File: src/rtl/serial_parity_rx.sv
// Serial XOR-parity receiver: start bit, DATA_W data bits LSB-first, parity bit, stop bit.
// Reports data-valid, parity-error and framing-error as one-cycle pulses after the stop-bit strobe.
module serial_parity_rx #(
    parameter int DATA_W     = 8,
    parameter int PARITY_ODD = 0
) (
    input  logic              clk,
    input  logic              rst,
    input  logic              bit_en,
    input  logic              rx,
    output logic [DATA_W-1:0] data_out,
    output logic              data_valid,
    output logic              parity_err,
    output logic              frame_err,
    output logic              busy
);

    localparam int CNT_W = (DATA_W > 1) ? $clog2(DATA_W) : 1;
    localparam logic [CNT_W-1:0] LAST_BIT = CNT_W'(DATA_W - 1);

    typedef enum logic [1:0] {
        IDLE   = 2'd0,
        DATA   = 2'd1,
        PARITY = 2'd2,
        STOP   = 2'd3
    } state_t;

    state_t              state_q, state_d;
    logic [CNT_W-1:0]    cnt_q, cnt_d;
    logic [DATA_W-1:0]   shreg_q, shreg_d;
    logic                acc_q, acc_d;
    logic                perr_q, perr_d;
    logic [DATA_W-1:0]   data_out_q, data_out_d;
    logic                data_valid_q, data_valid_d;
    logic                parity_err_q, parity_err_d;
    logic                frame_err_q, frame_err_d;

    always_ff @(posedge clk or posedge rst) begin
        if (rst) begin
            state_q      <= IDLE;
            cnt_q        <= '0;
            shreg_q      <= '0;
            acc_q        <= 1'b0;
            perr_q       <= 1'b0;
            data_out_q   <= '0;
            data_valid_q <= 1'b0;
            parity_err_q <= 1'b0;
            frame_err_q  <= 1'b0;
        end else begin
            state_q      <= state_d;
            cnt_q        <= cnt_d;
            shreg_q      <= shreg_d;
            acc_q        <= acc_d;
            perr_q       <= perr_d;
            data_out_q   <= data_out_d;
            data_valid_q <= data_valid_d;
            parity_err_q <= parity_err_d;
            frame_err_q  <= frame_err_d;
        end
    end

    always_comb begin
        state_d      = state_q;
        cnt_d        = cnt_q;
        shreg_d      = shreg_q;
        acc_d        = acc_q;
        perr_d       = perr_q;
        data_out_d   = data_out_q;
        data_valid_d = 1'b0;
        parity_err_d = 1'b0;
        frame_err_d  = 1'b0;

        if (bit_en) begin
            unique case (state_q)
                IDLE: begin
                    if (!rx) begin
                        state_d = DATA;
                        cnt_d   = '0;
                        // Seeding with the parity sense makes acc^parity_bit a direct mismatch flag.
                        acc_d   = (PARITY_ODD != 0);
                    end
                end
                DATA: begin
                    shreg_d[cnt_q] = rx;
                    acc_d          = acc_q ^ rx;
                    if (cnt_q == LAST_BIT) begin
                        cnt_d   = '0;
                        state_d = PARITY;
                    end else begin
                        cnt_d = cnt_q + 1'b1;
                    end
                end
                PARITY: begin
                    perr_d  = acc_q ^ rx;
                    state_d = STOP;
                end
                STOP: begin
                    if (rx) begin
                        data_out_d   = shreg_q;
                        data_valid_d = 1'b1;
                        parity_err_d = perr_q;
                    end else begin
                        frame_err_d = 1'b1;
                    end
                    state_d = IDLE;
                end
                default: state_d = IDLE;
            endcase
        end
    end

    assign data_out   = data_out_q;
    assign data_valid = data_valid_q;
    assign parity_err = parity_err_q;
    assign frame_err  = frame_err_q;
    assign busy       = (state_q != IDLE);

endmodule
File: config.mk
export PLATFORM = sky130hd
export DESIGN_NAME = serial_parity_rx
export DESIGN_NICKNAME = d
export VERILOG_FILES = /design/src/rtl/serial_parity_rx.sv
export SDC_FILE = /design/constraint.sdc
export NUM_CORES = 1
export LEC_CHECK = 0
export ABC_AREA = 1
export ABC_CLOCK_PERIOD_IN_PS = 1300
export CAP_MARGIN = 5
export CORE_MARGIN = 2
export CORE_UTILIZATION = 50
export CTS_CLUSTER_DIAMETER = 200
export DETAILED_ROUTE_END_ITERATION = 12
export GPL_TIMING_DRIVEN = 0
export PLACE_DENSITY_LB_ADDON = 0.25
export SYNTH_ARGS = -nofsm -noshare
export SYNTH_HDL_FRONTEND = slang
export SYNTH_SLANG_ARGS = --single-unit
File: constraint.sdc
create_clock -name clk -period 1.3 [get_ports clk]
set_input_delay 0.195 -clock clk [delete_from_list [all_inputs] [get_ports clk]]
set_output_delay 0.195 -clock clk [all_outputs]
set_load 0.05 [all_outputs]
==> flow_metrics.env <==
export IMPL_status="finished, violations left"
export IMPL_violations="setup timing"
export IMPL_num_io_pins=16
export IMPL_period_needed_ns=1.44
export IMPL_required_ns=1.11
export IMPL_cts_buffers=3
export IMPL_crit_start="state_q[1]"
export IMPL_final_cell_mix="55 x nand2_1, 26 x dfrtp_1, 11 x buf_4, 11 x o21ai_1, 10 x inv_1"
export IMPL_clockBufferDepth=2
export IMPL_wirelength_um=2340
export IMPL_swShare_pct=40.5
export IMPL_min_path_cells=3
export IMPL_cts_tree="yes"
export IMPL_syn_cell_area_um2=1200
export IMPL_die_w_um=53.0
export IMPL_dp_hpwl_um=1360
export IMPL_vias_per_cell=4.88
export IMPL_cp_arrival_ns=1.25
export IMPL_cap_viol_max_count=0
export IMPL_synth_seq_cells=26
export IMPL_hold_end="cnt_q[1]"
export IMPL_power_density_nw_per_um2=2110
export IMPL_use_met1_pct=20.8
export IMPL_setup_viol=13
export IMPL_synth_area_top_cells="dfrtp_1 54%, nand2_1 18%, ha_1 7.3%"
export IMPL_drt_iter0_drc=17
export IMPL_first_pass_iters=4
export IMPL_n_fill_cell=159
export IMPL_seq_power_share_pct=33.9
export IMPL_slew_headroom_pct=36.0
export IMPL_synthSimpleGateAreaFrac_pct=27.3
export IMPL_postRouteAntennaNets=0
export IMPL_synthXorXnorAreaFrac_pct=0
export IMPL_cts_htree_levels=1
export IMPL_worst_pin_slew_ns=0.958
export IMPL_core_um2=2230
export IMPL_synth_seq_area_share_pct=54.2
export IMPL_synth_mux_area_share_pct=0
export IMPL_grt_pass1_wl_um=3660
export IMPL_synthCells=139
export IMPL_seq_area_um2=651
export IMPL_setup_slack_ns=-0.142
export IMPL_cp_max_fo=3
export IMPL_drive_gt1_share_pct=28.4
export IMPL_start_util_pct=53.7
export IMPL_peakVddDrop_mv=1.65
export IMPL_p_leak_nw=0.807
export IMPL_yosys_warnings=0
export IMPL_min_from="bit_en"
export IMPL_cp_start_kind="flip-flop"
export IMPL_antenna_found_initial=0
export IMPL_grt_max_degree=27
export IMPL_grt_busiest_layer="met2"
export IMPL_p_switching_mw=1.36
export IMPL_synth_top_area_cell="dfrtp_1"
export IMPL_pwr_share_clk_pct=16.3
export IMPL_r2r_end="cnt_q[2]"
export IMPL_port_buffers=14
export IMPL_syn2layout_area_growth_pct=33.2
export IMPL_fp_dieH_um=53.0
export IMPL_syn_area_per_cell_um2=8.63
export IMPL_use_met3_pct=3.11
export IMPL_crit_path_end_kind="output port"
export IMPL_rrSetupSlack_ns=-0.09
export IMPL_finalInstanceArea_um2=1600
export IMPL_synth_adder_area_share_pct=7.30
export IMPL_multi_input_area_um2=543
export IMPL_r2r_start="state_q[1]"
export IMPL_dpl_instance_area_um2=1390
export IMPL_clock_sinks=26
export IMPL_reg2reg_depth=9
export IMPL_grt_pass1_vias=885
export IMPL_fmax_ghz=0.694
export IMPL_dieArea_um2=2810
export IMPL_drc_errors=0
export IMPL_vias=962
export IMPL_synth_nets=150
export IMPL_final_hold_viol_count=0
export IMPL_placementRows=17
export IMPL_clk_latency_ns=0.31
export IMPL_netlist_area_leader_share_pct=54.2
export IMPL_grt_ovfl_total=0
export IMPL_ys_types=15
export IMPL_slew_viol_final=0
export IMPL_wl_per_cell_um=11.9
export IMPL_grt_usage_pct=18.3
export IMPL_clk_pin_slew_ns=0.14
export IMPL_power_frac_comb_pct=49.8
export IMPL_synth_compound_gate_area_share_pct=5.84
export IMPL_final_common_cell="nand2_1"
export IMPL_fin_crit_sh_pct=111
export IMPL_antenna_cells=0
export IMPL_gp_congestion=0.800
export IMPL_clockRootBuffer="clkbuf_4"
export IMPL_finalNetCount=181
export IMPL_p_int_mw=2.00
export IMPL_fin_util_pct=71.5
export IMPL_use_met2_pct=32.5
export IMPL_rsz0062_at_grt="true"
export IMPL_synth_top_family_by_area="simple AND/OR/NAND/NOR gates"
export IMPL_path_class="flip-flop to output port"
export IMPL_skew_ns=0.00225
export IMPL_min_path_type="input port to flip-flop"
synth_stat cells:
cell,instances
inv_1,13
ha_1,7
o21ai_0,4
and3_1,1
nand2_2,1
nand2_1,59
nor2_4,2
nand3_1,2
dfrtp_1,26
buf_4,1
nand3_4,1
o21ai_1,10
nor2_1,9
nand3_2,1
inv_2,2
power groups by stage:
stage | clock, mW | sequential, mW | combinational (mW)
finish | 0.549 | 1.14 | 1.67
global route | 0.592 | 1.16 | 1.83
CTS | 0.557 | 1.14 | 1.43
detailed placement | 0 | 1.20 | 1.19
global placement | 0 | 1.18 | 1.16
floorplan | 0 | 1.39 | 0.694
cells by family after synthesis:
group / Yosys count
AND/OR/NAND/NOR: 76
AO/OA/AOI/OAI: 14
buffers and inverters: 16
flip-flops: 26
adder cells (fa/ha/maj): 7
through the flow:
step | cells | setup WS [ns] | hold slack, ns | power [mW] | TNS, ns
final | 197 | -0.142 | 0.223 | 3.36 | -0.495
after floorplan | 139 | -0.0456 | 0.235 | 2.08 | -0.134
after CTS | 193 | -0.109 | 0.198 | 3.12 | -0.616
after global routing | 197 | -0.198 | 0.212 | 3.58 | -1.68
after detailed placement | 181 | -0.394 | 0.462 | 2.39 | -4.25
after global placement | 181 | -0.379 | 0.456 | 2.35 | -2.97
registers in the layout, summed over array words and instances (netlist names):
| name | count |
|---|---|
| perr_q | 1 |
| parity_err | 1 |
| shreg_q | 8 |
| frame_err | 1 |
| cnt_q | 3 |
| data_out | 8 |
| acc_q | 1 |
| state_q | 2 |
| data_valid | 1 |
critical path: stages (launching register included):
cell and delay (ns):
dfrtp_1 0.43, inv_2 0.10, ha_4 0.15, clkinvlp_4 0.10, buf_8 0.16
how the worst max path moves through the flow:
stage                     endpoint  slack (ns)  cells past startpoint
final                         busy       -0.14                      4
after floorplan           cnt_q[1]       -0.05                      7
after global placement        busy       -0.38                      4
after detailed placement      busy       -0.39                      4
after CTS                     busy       -0.11                      4
after global routing          busy       -0.20                      4
metal layers:
metal | routed length [µm] | part of all wire (%)
met3 | 121 | 5.2
met2 | 1190 | 51
met5 | 0 | 0
met4 | 44 | 1.9
met1 | 987 | 42
what timing repair did:
| action | 4_1_cts | 5_1_grt |
|---|---|---|
| pin swaps | 1 | 3 |
| gates resized for setup | 41 | 21 |
| buffers inserted | 8 | 4 |
| hold buffers | 0 | 0 |
| endpoints found under the setup margin | 26 | 26 |
cell type report:
type,count,share of cell area [%]
buffer,1,0.470
clock inverter,1,1.88
inverter,15,3.92
multi-input combinational,97,34.0
clock buffer,3,1.41
sequential,26,40.7
tap,28,2.19
timing repair buffer,26,15.4
Note: power is estimated with default switching activity, not from simulation.
